## src/rtl/uart_pkg.sv

```systemverilog
// Shared UART definitions: transmitter state encoding, line levels and
// the bit-period helper used by both directions.
package uart_pkg;

    typedef enum logic [1:0] {
        IDLE,
        START,
        DATA,
        STOP
    } tx_state_t;

    localparam logic START_LEVEL = 1'b0;
    localparam logic STOP_LEVEL  = 1'b1;

    function automatic int clks_per_bit(input int clk_freq, input int baud_rate);
        return clk_freq / baud_rate;
    endfunction

endpackage

```

## src/rtl/uart_sync_fifo.sv

```systemverilog
// Synchronous FIFO with first-word-fall-through read; a full FIFO drops pushes
// even when a pop happens in the same cycle.
module uart_sync_fifo #(
    parameter int fifo_bit_len = 8,
    parameter int fifo_size    = 4
) (
    input  logic                    clk,
    input  logic                    nreset,
    input  logic                    push,
    input  logic                    pop,
    input  logic [fifo_bit_len-1:0] data_in,
    output logic [fifo_bit_len-1:0] data_out,
    output logic [fifo_size:0]      count,
    output logic                    empty,
    output logic                    full
);
    localparam int DEPTH = 2 ** fifo_size;
    localparam logic [fifo_size:0] COUNT_MAX = {1'b1, {fifo_size{1'b0}}};

    logic [fifo_bit_len-1:0] mem [DEPTH];
    logic [fifo_size-1:0]    wr_ptr;
    logic [fifo_size-1:0]    rd_ptr;
    logic                    do_push;
    logic                    do_pop;

    assign full     = (count == COUNT_MAX);
    assign empty    = (count == '0);
    assign do_push  = push && !full;
    assign do_pop   = pop && !empty;
    assign data_out = mem[rd_ptr];

    always_ff @(posedge clk) begin
        if (nreset && do_push) begin
            mem[wr_ptr] <= data_in;
        end
    end

    always_ff @(posedge clk) begin
        if (!nreset) begin
            wr_ptr <= '0;
            rd_ptr <= '0;
            count  <= '0;
        end else begin
            if (do_push) wr_ptr <= wr_ptr + 1'b1;
            if (do_pop)  rd_ptr <= rd_ptr + 1'b1;
            case ({do_push, do_pop})
                2'b10:   count <= count + 1'b1;
                2'b01:   count <= count - 1'b1;
                default: count <= count;
            endcase
        end
    end

endmodule

```

## src/rtl/uart_buffered_tx.sv

```systemverilog
// Buffered UART transmitter: FIFO-fed 8N1-style serialiser with back-to-back
// frames and a registered, glitch-free line output.
//
//  state | meaning
//  IDLE  | line high, waiting for a queued word
//  START | line low for one bit period
//  DATA  | shifting data bits out LSB first
//  STOP  | line high for one bit period, then next word or IDLE
module uart_buffered_tx
    import uart_pkg::*;
#(
    parameter int CLK_FREQ  = 50_000_000,
    parameter int BAUD_RATE = 9600,
    parameter int Word_Len  = 8,
    parameter int fifo_size = 4
) (
    input  logic                clk,
    input  logic                nreset,
    input  logic [Word_Len-1:0] tx_data_in,
    input  logic                tx_data_valid,
    output logic                tx_data_ready,
    output logic                tx_o,
    output logic                tx_busy,
    output logic [fifo_size:0]  fifo_count,
    output logic                fifo_empty,
    output logic                fifo_full
);
    localparam int CPB    = clks_per_bit(CLK_FREQ, BAUD_RATE);
    localparam int BAUD_W = (CPB > 1) ? $clog2(CPB) : 1;
    localparam int BIT_W  = $clog2(Word_Len + 1);
    localparam logic [BAUD_W-1:0] BAUD_LAST = BAUD_W'(CPB - 1);
    localparam logic [BIT_W-1:0]  BIT_LAST  = BIT_W'(Word_Len - 1);

    if (CPB < 2) begin : g_bad_cpb
        $error("uart_buffered_tx: CLK_FREQ/BAUD_RATE must be at least 2");
    end

    tx_state_t           state;
    logic [BAUD_W-1:0]   baud_cnt;
    logic [BIT_W-1:0]    bit_idx;
    logic [Word_Len-1:0] shift;
    logic [Word_Len-1:0] fifo_head;
    logic                baud_tc;
    logic                pop;

    assign baud_tc       = (baud_cnt == BAUD_LAST);
    assign pop           = !fifo_empty && ((state == IDLE) || (state == STOP && baud_tc));
    assign tx_busy       = (state != IDLE);
    assign tx_data_ready = ~fifo_full;

    uart_sync_fifo #(
        .fifo_bit_len(Word_Len),
        .fifo_size   (fifo_size)
    ) u_fifo (
        .clk     (clk),
        .nreset  (nreset),
        .push    (tx_data_valid && tx_data_ready),
        .pop     (pop),
        .data_in (tx_data_in),
        .data_out(fifo_head),
        .count   (fifo_count),
        .empty   (fifo_empty),
        .full    (fifo_full)
    );

    // tx_o is loaded with the level of the bit that starts at this edge.
    always_ff @(posedge clk) begin
        if (!nreset) begin
            state    <= IDLE;
            tx_o     <= STOP_LEVEL;
            baud_cnt <= '0;
            bit_idx  <= '0;
            shift    <= '0;
        end else if (pop) begin
            shift    <= fifo_head;
            bit_idx  <= '0;
            baud_cnt <= '0;
            state    <= START;
            tx_o     <= START_LEVEL;
        end else begin
            case (state)
                IDLE: begin
                    baud_cnt <= '0;
                    tx_o     <= STOP_LEVEL;
                end
                START: begin
                    if (baud_tc) begin
                        baud_cnt <= '0;
                        state    <= DATA;
                        tx_o     <= shift[0];
                    end else begin
                        baud_cnt <= baud_cnt + 1'b1;
                    end
                end
                DATA: begin
                    if (baud_tc) begin
                        baud_cnt <= '0;
                        if (bit_idx == BIT_LAST) begin
                            state <= STOP;
                            tx_o  <= STOP_LEVEL;
                        end else begin
                            shift   <= shift >> 1;
                            bit_idx <= bit_idx + 1'b1;
                            tx_o    <= shift[1];
                        end
                    end else begin
                        baud_cnt <= baud_cnt + 1'b1;
                    end
                end
                STOP: begin
                    if (baud_tc) begin
                        baud_cnt <= '0;
                        state    <= IDLE;
                        tx_o     <= STOP_LEVEL;
                    end else begin
                        baud_cnt <= baud_cnt + 1'b1;
                    end
                end
                default: begin
                    state <= IDLE;
                    tx_o  <= STOP_LEVEL;
                end
            endcase
        end
    end

endmodule

```

## config.mk

```make
export PLATFORM = sky130hd
export DESIGN_NAME = uart_buffered_tx
export DESIGN_NICKNAME = d
export VERILOG_FILES = /design/src/rtl/uart_pkg.sv /design/src/rtl/uart_sync_fifo.sv /design/src/rtl/uart_buffered_tx.sv
export SDC_FILE = /design/constraint.sdc
export NUM_CORES = 1
export LEC_CHECK = 0
export CAP_MARGIN = 20
export CORE_MARGIN = 2
export CORE_UTILIZATION = 46
export DETAILED_ROUTE_END_ITERATION = 7
export GPL_TIMING_DRIVEN = 0
export PLACE_DENSITY_LB_ADDON = 0.05
export SLEW_MARGIN = 15
export SYNTH_ARGS = -nofsm -noshare
export SYNTH_HDL_FRONTEND = slang
export SYNTH_HIERARCHICAL = 1
export SYNTH_SLANG_ARGS = --single-unit
```

## constraint.sdc

```tcl
create_clock -name clk -period 3.5 [get_ports clk]
set_input_delay 0.525 -clock clk [delete_from_list [all_inputs] [get_ports clk]]
set_output_delay 0.525 -clock clk [all_outputs]
set_load 0.1 [all_outputs]
```

==> results of run 1 <==
[power by group through the flow]
stage	Clock, W	Combinational, W	Sequential (W)
after detailed placement	0	0.00181	0.00247
final	0.00171	0.00181	0.00243
after global routing	0.00185	0.00195	0.00244
after global placement	0	0.00180	0.00246
after floorplan	0	0.00120	0.00264
after CTS	0.00175	0.00183	0.00243
[logic make-up after synthesis]
| logic type | after synthesis | share of synthesized area [%] |
|---|---|---|
| multiplexers | 37 | 10.6 |
| AND/OR/NAND/NOR | 135 | 10.6 |
| flip-flops | 173 | 65.4 |
| adder cells (fa/ha/maj) | 18 | 3.21 |
| XOR/XNOR | 17 | 2.05 |
| AO/OA/AOI/OAI | 63 | 6.07 |
| buffers and inverters | 37 | 2.12 |
[state kept, by name, summed over array words and instances, names as in the netlist, named ones only]
signal,flops
state,2
u_fifo/rd_ptr,4
shift,8
baud_cnt,13
bit_idx,4
tx_o,1
u_fifo/mem,128
u_fifo/count,5
u_fifo/wr_ptr,4
[worst paths after layout]
path	start	end	slack (ps)	depth (start not counted)
hold / removal	baud_cnt[0]$_SDFF_PP0_	baud_cnt[0]$_SDFF_PP0_	460	1
hold reg to reg	baud_cnt[0]$_SDFF_PP0_	baud_cnt[0]$_SDFF_PP0_	460	1
setup / recovery	u_fifo/count[3]$_SDFFE_PN0P_	fifo_full	230	3
setup reg to reg	baud_cnt[0]$_SDFF_PP0_	u_fifo/count[4]$_SDFFE_PN0P_	300	16
[cell usage after synthesis, drive strengths merged (10+ instances only)]
library cell    n  area [sq um]
nand2          18          67.6
and2           12          77.6
ha             17           213
and3           20           125
inv            16          60.1
nor2           23          86.3
edfxtp        128          3840
buf            12          60.1
dfxtp          45           901
nand3          19          95.1
o21ai          15          86.3
nor3           10          50.1
mux4           32           721
a22oi          17           128
[metal layers]
layer | part of all wire, % | vias up
li1 | - | 1946
met1 | 44 | 2141
met2 | 49 | 103
met3 | 5.9 | 20
met4 | 1.4 | 0
met5 | 0 | -
[placed cells by master (no fill, tap or decap), types with 3 or more instances in the layout]
cell             Yosys  layout
o21ai_0             14      14
ha_1                17      15
nand2b_1             3       3
a21oi_1              9       8
a311oi_1             8       8
dfxtp_1             45      40
nand4_1              4       4
xor2_1               8       8
clkinv_2             0       4
nor2_1              23      22
a22oi_1             17      17
and4_1               3       3
mux2i_1              5       5
inv_1               16      15
clkinvlp_4           0       4
nor2b_1              8       8
clkdlybuf4s50_1      0      20
buf_2                6       5
clkbuf_1             9      10
dfxtp_4              0       3
and2_1              10       9
clkinv_1             0       4
clkbuf_16            0      17
and3_1              20      20
nand2_1             18      18
xnor2_1              9       9
buf_1                4       4
mux4_2              32      32
nor3_1              10      10
edfxtp_1           128     128
nand3_1             19      19
[cell type report]
class / count / area (sq um) / share of cell area [%]
well taps: 211 / 264 / 3.18
plain buffers: 21 / 100 / 1.21
multi-input cells: 270 / 2390 / 28.8
clock inverters: 14 / 104 / 1.25
flip-flops and latches: 173 / 4760 / 57.3
inverters: 16 / 60.1 / 0.723
clock buffers: 18 / 429 / 5.17
repair buffers: 20 / 200 / 2.41
[through the flow]
step / util, % / total power, W / cell area (sq um)
final: 54.2 / 0.00594 / 8300
after global routing: 54.2 / 0.00624 / 8300
after CTS: 54.2 / 0.00601 / 8300
after detailed placement: 50.7 / 0.00428 / 7760
after global placement: 50.7 / 0.00427 / 7760
after floorplan: - / 0.00384 / 7300
[worst max-delay path, cell delays in order (launching register included)]
cell,delay (ps)
dfxtp_4,360
nor4_1,550
and2_2,280
clkdlybuf4s50_1,1130
==> metrics.md, run 1 <==
| Metric | Value |
|---|---|
| Hold WS | `between 400 and 500 ps` |
| Slew Limit Fails | `0` |
| WL per Instance | `20.5 um` |
| Iter 0 DRT Violations | `343` |
| Vias in the first global route | `4,236` |
| Num CTS Buffers | `17` |
| Clk root buf | `clkbuf_16` |
| Share of cells above drive strength 1 | `16.7%` |
| Total congestion overflow | `0` |
| Clk buf depth | `2` |
| Seq pwr share | `40.8%` |
| Met2 Usage GRT | `roughly a third` |
| Total routed wirelength | `15.3 mm` |
| I/O pin cnt | `21` |
| Synth Instances | `480` |
| Slew Limit Headroom | `35.6%` |
| CP Data Required Time | `2970 ps` |
| Final setup margin | `roughly 230 ps` |
| Met1 GRT Util | `between 20% and 30%` |
| Minimum clock period | `3270 ps` |
| Async SR Flop Fraction | `0%` |
| Global-route wire length before repair | `23.6 mm` |
| Layout area overhead | `14.4%` |
| WP data arrival | `2740 ps` |
| Final setup fails | `0` |
| Final ANT Viol Nets | `0` |
| Via Count | `4,210` |
| Cell Rows | `between 40 and 50` |
| Starting density of the core | `between 40% and 50%` |
| Die Span Y | `130 um` |
| Part of the power in the clock network | `28.7%` |
| Chip width | `130 um` |
| Worst slack at placement | `262 ps` |
| Fin. Hold Viols | `0` |
| RSZ-0062 raised after global routing | `false` |
| Vias per cell | `5.67` |
| Pint | `0.00398 W` |
| Period utilization | `between 90% and 100%` |
| Ant diodes | `0` |
| Pin slew with the least headroom to its limit | `964 ps` |
| Ys flop type | `edfxtp_1` |
| Worst-path clk slew | `60 ps` |
| Post-CTS Hold Fix Bufs | `0` |
| Setup Buffers After CTS | `0` |
| TritonCTS clock tree | `built` |
| Largest net degree at the start of global routing | `17` |
| Unique cell type count in the Yosys netlist | `53` |
| Max rail drop VDD | `0.514 mV` |
| Core box area | `15,300 sq um` |
| Setup_tns | `0 ps` |
| Pre-antenna DRT Iters | `5` |
| Clk_skew | `9.60 ps` |
| CTS HTree Levels | `4` |
| DIE AREA | `16,800 sq um` |
| PortBufs | `20` |
| # DRC | `0` |
| Post-synth EDFFs | `128` |
| CP Capture Type | `output port` |
| Power per cell area | `between 700 and 800 nW/um^2` |
| Area of the mapped netlist | `~7300 sq um` |
| Final RePlAce weighted congestion | `0.827` |
| Initial antenna violation count | `0` |
| Gate power share | `between 30% and 40%` |
| GR peak layer | `met2` |
| Skew-Pair Late Insertion Delay | `~430 ps` |
| Global Route met3 Usage | `~5%` |
| Synth warnings | `6` |
| CTS resizes | `0` |
| # clock sinks | `173` |
| Syn avg cell area | `15.1 sq um` |
| Kind of critical path | `register to output port` |
| DP HPWL | `9.87 mm` |
| Fmax | `306 MHz` |
| Crit path max fanout | `5` |
| Status | `finished, final reports clean` |
| Psw | `0.00197 W` |
| GRT Total Usage | `around a fifth` |
| Sw Ratio | `~33%` |
| Leak | `2.79 nW` |
| Max cap viols | `0` |
| Finished Layout Cells | `around 740` |
| Fillcell total | `1,292` |
| Tightest Hold Check Type | `register to register` |
| Inst Count DP | `711` |
| Crit path launch type | `register` |
| Nets | `548` |
| Syn nets | `slightly above 500` |
| Seq/Total Area, Yosys | `65.4%` |
| Flops & latches, synth | `173` |
Note: power is estimated with default switching activity, not from simulation.
==> run 2: changes to the inputs <==
--- a/config.mk
+++ b/config.mk
@@ -8,6 +8,7 @@
 export CAP_MARGIN = 20
 export CORE_MARGIN = 2
 export CORE_UTILIZATION = 46
+export CTS_BUF_LIST = sky130_fd_sc_hd__clkbuf_2
 export DETAILED_ROUTE_END_ITERATION = 7
 export GPL_TIMING_DRIVEN = 0
 export PLACE_DENSITY_LB_ADDON = 0.05
==> metrics.md, run 2 (synthesis results as in run 1) <==
| Metric | Value |
|---|---|
| Most frequent cells in the layout | `edfxtp_1, dfxtp_1, mux4_2 (unchanged)` |
| Part of the power in the clock network | `17.5% (was 28.7%)` |
| Gate power share | `35.1% (was 30.5%)` |
| Vias in the first global route | `4,192 (was 4,236)` |
| CP Data Required Time | `2970 ps (about the same)` |
| Post-Layout Inst Area | `7970 sq um (was 8300 sq um)` |
| Worst-path clk slew | `250 ps (was 60 ps)` |
| Final setup margin | `208 ps (was 231 ps)` |
| Kind of critical path | `register to output port (unchanged)` |
| DP HPWL | `9.87 mm (unchanged)` |
| Minimum clock period | `3290 ps (was 3270 ps)` |
| Psw | `0.00187 W (was 0.00197 W)` |
| Tightest Hold Check Type | `register to register (unchanged)` |
| RSZ-0062 raised after global routing | `false (unchanged)` |
| Skew-Pair Late Insertion Delay | `710 ps (was 430 ps)` |
| Global-route wire length before repair | `23.2 mm (was 23.6 mm)` |
| Largest regs | `u_fifo/mem: 128 flops, baud_cnt: 13 flops, shift: 8 flops (unchanged)` |
| Final RePlAce weighted congestion | `0.827 (unchanged)` |
| Chip width | `130 um (unchanged)` |
| Post-CTS Hold Fix Bufs | `0 (unchanged)` |
| GRT Total Usage | `19.3% (was 19.7%)` |
| # clock sinks | `173 (unchanged)` |
| PortBufs | `20 (unchanged)` |
| Slew Limit Fails | `0 (unchanged)` |
| Worst slack at placement | `262 ps (unchanged)` |
| Pint | `0.00325 W (was 0.00398 W)` |
| Pre-antenna DRT Iters | `4 (was 5)` |
| WP data arrival | `2770 ps (was 2740 ps)` |
| Delay-heaviest family, CP | `buffers and inverters (unchanged)` |
| Reg2reg setup slack | `280 ps (was 300 ps)` |
| Final ANT Viol Nets | `0 (unchanged)` |
| Leak | `2.66 nW (was 2.79 nW)` |
| Slew Limit Headroom | `35.6% (unchanged)` |
| # DRC | `0 (unchanged)` |
| Critical Path, Cell by Cell | `or4_4, nor2_4, dlygate4sd2_1 (was nor4_1, and2_2, clkdlybuf4s50_1)` |
| Crit path launch type | `register (unchanged)` |
| Bufs and invs on worst path | `1 (unchanged)` |
| Max rail drop VDD | `0.507 mV (was 0.514 mV)` |
| Period utilization | `94.1% (was 93.4%)` |
| Clk root buf | `clkbuf_2 (was clkbuf_16)` |
| TritonCTS clock tree | `built (unchanged)` |
| Fin. Hold Viols | `0 (unchanged)` |
| Crit path max fanout | `6 (was 5)` |
| Max cap viols | `0 (unchanged)` |
| Pin slew with the least headroom to its limit | `964 ps (about the same)` |
| Vias per cell | `5.61 (was 5.67)` |
| Sw Ratio | `36.5% (was 33.1%)` |
| Largest net degree at the start of global routing | `17 (unchanged)` |
| Share of cells above drive strength 1 | `17.6% (was 16.7%)` |
| Reg with most FFs | `u_fifo/mem (unchanged)` |
| Core box area | `15,300 sq um (unchanged)` |
| Iter 0 DRT Violations | `376 (was 343)` |
| Total congestion overflow | `0 (unchanged)` |
| CP max stage delay | `870 ps (was 1130 ps)` |
| CP Capture Type | `output port (unchanged)` |
| DIE AREA | `16,800 sq um (unchanged)` |
| Slowest CP cell | `dlygate4sd2_1 (was clkdlybuf4s50_1)` |
| Initial antenna violation count | `1 (was 0)` |
| Final core utilization | `52.0% (was 54.2%)` |
| Status | `finished, final reports clean (unchanged)` |
| Commonest non-fill, non-tap cell in the layout | `edfxtp_1 (unchanged)` |
| Via Count | `4,178 (was 4,210)` |
| Fmax | `304 MHz (was 306 MHz)` |
| Die Span Y | `130 um (unchanged)` |
| Setup_tns | `0 ps (unchanged)` |
| Starting density of the core | `47.4% (unchanged)` |
| Final setup fails | `0 (unchanged)` |
| Post-Place Cell Area | `7760 sq um (unchanged)` |
| Num CTS Buffers | `17 (unchanged)` |
| Cell Rows | `45 (unchanged)` |
| Clk buf depth | `2 (unchanged)` |
| WL per Instance | `20.0 um (was 20.5 um)` |
| I/O pin cnt | `21 (unchanged)` |
| Clk_skew | `34.9 ps (was 9.60 ps)` |
| Max reg flops | `128 (unchanged)` |
| Layout area overhead | `9.83% (was 14.4%)` |
| Seq pwr share | `47.4% (was 40.8%)` |
| Power per cell area | `641 nW/um^2 (was 716 nW/um^2)` |
| CTS HTree Levels | `4 (unchanged)` |
| Nets | `549 (was 548)` |
| Total routed wirelength | `14.9 mm (was 15.3 mm)` |
## run 2: stage by stage
| step | hold slack, ps | total power [W] | cells |
|---|---|---|---|
| 2_1_floorplan | 426 | 0.00384 | 480 |
| 3_3_place_gp | 445 | 0.00427 | 711 |
| 3_5_place_dp | 445 | 0.00428 | 711 |
| 4_1_cts | 486 | 0.00516 | 743 |
| 5_1_grt | 554 | 0.00540 | 745 |
| 6_report | 507 | 0.00511 | 745 |
## run 2: path summary, 6_finish.rpt
check | startpoint | endpoint | cells after the start
min | shift[7]$_SDFFE_PN0P_ | shift[7]$_SDFFE_PN0P_ | 2
max | u_fifo/count[1]$_SDFFE_PN0P_ | fifo_empty | 3
max reg2reg | baud_cnt[0]$_SDFF_PP0_ | u_fifo/count[4]$_SDFFE_PN0P_ | 16
min reg2reg | shift[7]$_SDFFE_PN0P_ | shift[7]$_SDFFE_PN0P_ | 2
## run 2: metal layers
layer,vias to the layer above,part of all wire [%],global-route usage [%]
met3,15,5.6,4.21
met1,2137,45,27.0
met2,78,49,30.6
met5,-,0,0
li1,1948,-,-
met4,0,0.90,5.69
## run 2: power by group through the flow
stage / Sequential, W / Combinational [W] / Clock [W]
after global routing: 0.00244 / 0.00193 / 0.00102
after detailed placement: 0.00247 / 0.00181 / 0
after CTS: 0.00243 / 0.00181 / 0.000931
after floorplan: 0.00264 / 0.00120 / 0
final: 0.00242 / 0.00179 / 0.000896
after global placement: 0.00246 / 0.00180 / 0
## run 2: worst register-to-register path, cell delays in order (launching register included)
cell and delay (ps):
dfxtp_2 410, ha_2 220, and3_1 150, buf_2 160, a41oi_1 130, or2_4 280, buf_6 140, inv_1 130
o21ai_4 110, inv_2 70, ha_4 150, inv_1 70, fa_1 390, nand2b_1 170, a21oi_2 130, mux2i_1 230
mux2i_1 190
## run 2: final cells by class
type	instances	area, sq um
fill	1355	7340
tap	211	264
multi-input combinational	270	2390
antenna	1	2.50
inverter	16	60.1
timing repair buffer	21	200
clock buffer	18	90.1
buffer	21	100
clock inverter	14	104
sequential	173	4760
## run 2: what timing repair did
| item | CTS | global route |
|---|---|---|
| resized for setup | 3 | 6 |
| endpoints found under the setup margin | 3 | 2 |
| buffers inserted | 0 | 1 |
| cloned | 0 | 0 |
==> run 3: changes to the inputs <==
--- a/config.mk
+++ b/config.mk
@@ -12,6 +12,7 @@
 export DETAILED_ROUTE_END_ITERATION = 7
 export GPL_TIMING_DRIVEN = 0
 export PLACE_DENSITY_LB_ADDON = 0.05
+export SKIP_LAST_GASP = 1
 export SLEW_MARGIN = 15
 export SYNTH_ARGS = -nofsm -noshare
 export SYNTH_HDL_FRONTEND = slang
==> metrics.md, run 3 (synthesis results as in run 1) <==
| Metric | Value |
|---|---|
| Status | `finished, final reports clean (unchanged)` |
| GRT Total Usage | `19.3% (unchanged)` |
| Largest net degree at the start of global routing | `17 (unchanged)` |
| Cell Rows | `45 (unchanged)` |
| Slew Limit Headroom | `35.6% (unchanged)` |
| Storage element area | `4760 sq um (unchanged)` |
| Max reg flops | `128 (unchanged)` |
| CTS HTree Levels | `4 (unchanged)` |
| Fin. Hold Viols | `0 (unchanged)` |
| Nets | `549 (unchanged)` |
| Hold WS | `508 ps (was 507 ps)` |
| Crit path max fanout | `6 (unchanged)` |
| Starting density of the core | `47.4% (unchanged)` |
| Total congestion overflow | `0 (unchanged)` |
| Reg2reg setup slack | `270 ps (was 280 ps)` |
| Fmax | `304 MHz (about the same)` |
| Most frequent cells in the layout | `edfxtp_1, dfxtp_1, mux4_2 (unchanged)` |
| Max cap viols | `0 (unchanged)` |
| I/O pin cnt | `21 (unchanged)` |
| Num CTS Buffers | `17 (unchanged)` |
| Slew Limit Fails | `0 (unchanged)` |
| Leak | `2.66 nW (about the same)` |
| Total routed wirelength | `14.9 mm (about the same)` |
| Via Count | `4,163 (was 4,178)` |
| Tightest Hold Check Type | `register to register (unchanged)` |
| Post-CTS Hold Fix Bufs | `0 (unchanged)` |
| Worst Setup SP | `u_fifo/count[1]$_SDFFE_PN0P_ (unchanged)` |
| Skew-Pair Late Insertion Delay | `710 ps (about the same)` |
| Chip width | `130 um (unchanged)` |
| Final ANT Viol Nets | `0 (unchanged)` |
| Share of cells above drive strength 1 | `17.4% (was 17.6%)` |
| Worst slack at placement | `262 ps (unchanged)` |
| Vias per cell | `5.59 (was 5.61)` |
| Worst hold start | `shift[7]$_SDFFE_PN0P_ (unchanged)` |
| Hold depth | `2 (unchanged)` |
| Initial antenna violation count | `1 (unchanged)` |
| Global-route wire length before repair | `23.2 mm (unchanged)` |
| Vias in the first global route | `4,192 (unchanged)` |
| Clk_skew | `35.5 ps (was 34.9 ps)` |
| DP HPWL | `9.87 mm (unchanged)` |
| PortBufs | `20 (unchanged)` |
| DIE AREA | `16,800 sq um (unchanged)` |
| Pin slew with the least headroom to its limit | `964 ps (unchanged)` |
| Final setup fails | `0 (unchanged)` |
| WP data arrival | `2770 ps (about the same)` |
| WL per Instance | `20.0 um (about the same)` |
| Clk buf depth | `2 (unchanged)` |
| Period utilization | `94.1% (about the same)` |
| Max rail drop VDD | `0.506 mV (was 0.507 mV)` |
| # clock sinks | `173 (unchanged)` |
| Largest regs | `u_fifo/mem: 128 flops, baud_cnt: 13 flops, shift: 8 flops (unchanged)` |
| CP Capture Type | `output port (unchanged)` |
| Worst-path clk slew | `250 ps (about the same)` |
| Clk root buf | `clkbuf_2 (unchanged)` |
| Final setup margin | `206 ps (was 208 ps)` |
| Minimum clock period | `3290 ps (about the same)` |
| # DRC | `0 (unchanged)` |
| Worst R2R End | `u_fifo/count[4]$_SDFFE_PN0P_ (unchanged)` |
| Hold EP | `shift[7]$_SDFFE_PN0P_ (unchanged)` |
| Crit path launch type | `register (unchanged)` |
| Core box area | `15,300 sq um (unchanged)` |
| Multi-input combinational cell area | `2380 sq um (was 2390 sq um)` |
| Power per cell area | `641 nW/um^2 (about the same)` |
| Met1 GRT Util | `27.0% (unchanged)` |
| Pre-antenna DRT Iters | `5 (was 4)` |
| Iter 0 DRT Violations | `374 (was 376)` |
| RSZ-0062 raised after global routing | `true (was false)` |
| Kind of critical path | `register to output port (unchanged)` |
| CP Data Required Time | `2970 ps (about the same)` |
| Global Route met3 Usage | `4.21% (unchanged)` |
| RR Startpoint | `baud_cnt[0]$_SDFF_PP0_ (unchanged)` |
| Register-to-Register Path Depth | `16 (unchanged)` |
| Die Span Y | `130 um (unchanged)` |
| Layout area overhead | `9.78% (was 9.83%)` |
| Fillcell total | `1,353 (was 1,355)` |
| Commonest non-fill, non-tap cell in the layout | `edfxtp_1 (unchanged)` |
| Met2 Usage GRT | `30.6% (unchanged)` |
| TritonCTS clock tree | `built (unchanged)` |
| Reg with most FFs | `u_fifo/mem (unchanged)` |
| GR peak layer | `met2 (unchanged)` |
| Final RePlAce weighted congestion | `0.827 (unchanged)` |
[run 3: cell counts in the layout (fill, tap and decap cells not counted)]
No cell type changed its count.
[run 3: critical path, cell delays in order (launching register included)]
cell           delay (ps)
dfxtp_4               420
or4_4                 580
nor2_4                180
dlygate4sd2_1         870
[run 3: repair_timing]
item | CTS | global route
endpoints found under the setup margin | 3 | 2
gates resized for setup | 3 | 5
cloned | 0 | 0
buffers inserted | 0 | 1
[run 3: how the worst max path moves through the flow]
| stage | to | slack, ps | cells after the start |
|---|---|---|---|
| final | fifo_empty | 210 | 3 |
| after global placement | u_fifo/count[4]$_SDFFE_PN0P_ | 290 | 16 |
| after floorplan | u_fifo/count[3]$_SDFFE_PN0P_ | 20 | 13 |
| after CTS | fifo_full | 70 | 3 |
| after detailed placement | u_fifo/count[4]$_SDFFE_PN0P_ | 260 | 16 |
| after global routing | u_fifo/count[4]$_SDFFE_PN0P_ | -50 | 16 |
[run 3: power breakdown]
group	switching, W	internal (W)
clock network	0.000655	0.000243
registers	0.0000898	0.00233
logic	0.00112	0.000672
total	0.00186	0.00325
[run 3: per-layer routing]
metal / wire, um / share of wire, % / vias to the layer above
met3: 553 / 3.7 / 14
met4: 157 / 1.1 / 0
met2: 7230 / 49 / 72
met1: 6930 / 47 / 2130
met5: 0 / 0 / -
li1: - / - / 1947
[run 3: through the flow]
step	util [%]	cells	area [sq um]	TNS, ps	power (W)
3_5_place_dp	50.7	711	7760	0	0.00428
4_1_cts	51.9	743	7960	0	0.00516
2_1_floorplan	-	480	7300	0	0.00384
3_3_place_gp	50.7	711	7760	0	0.00427
5_1_grt	52.0	745	7970	-47.5	0.00540
6_report	52.0	745	7970	0	0.00511
[run 3: cell type report]
type | instances | area share [%]
diodes | 1 | 0.0314
plain buffers | 21 | 1.26
clock buffers | 18 | 1.13
clock inverters | 14 | 1.30
inverters | 16 | 0.754
multi-input cells | 270 | 29.9
flip-flops and latches | 173 | 59.8
well taps | 211 | 3.31
repair buffers | 21 | 2.51
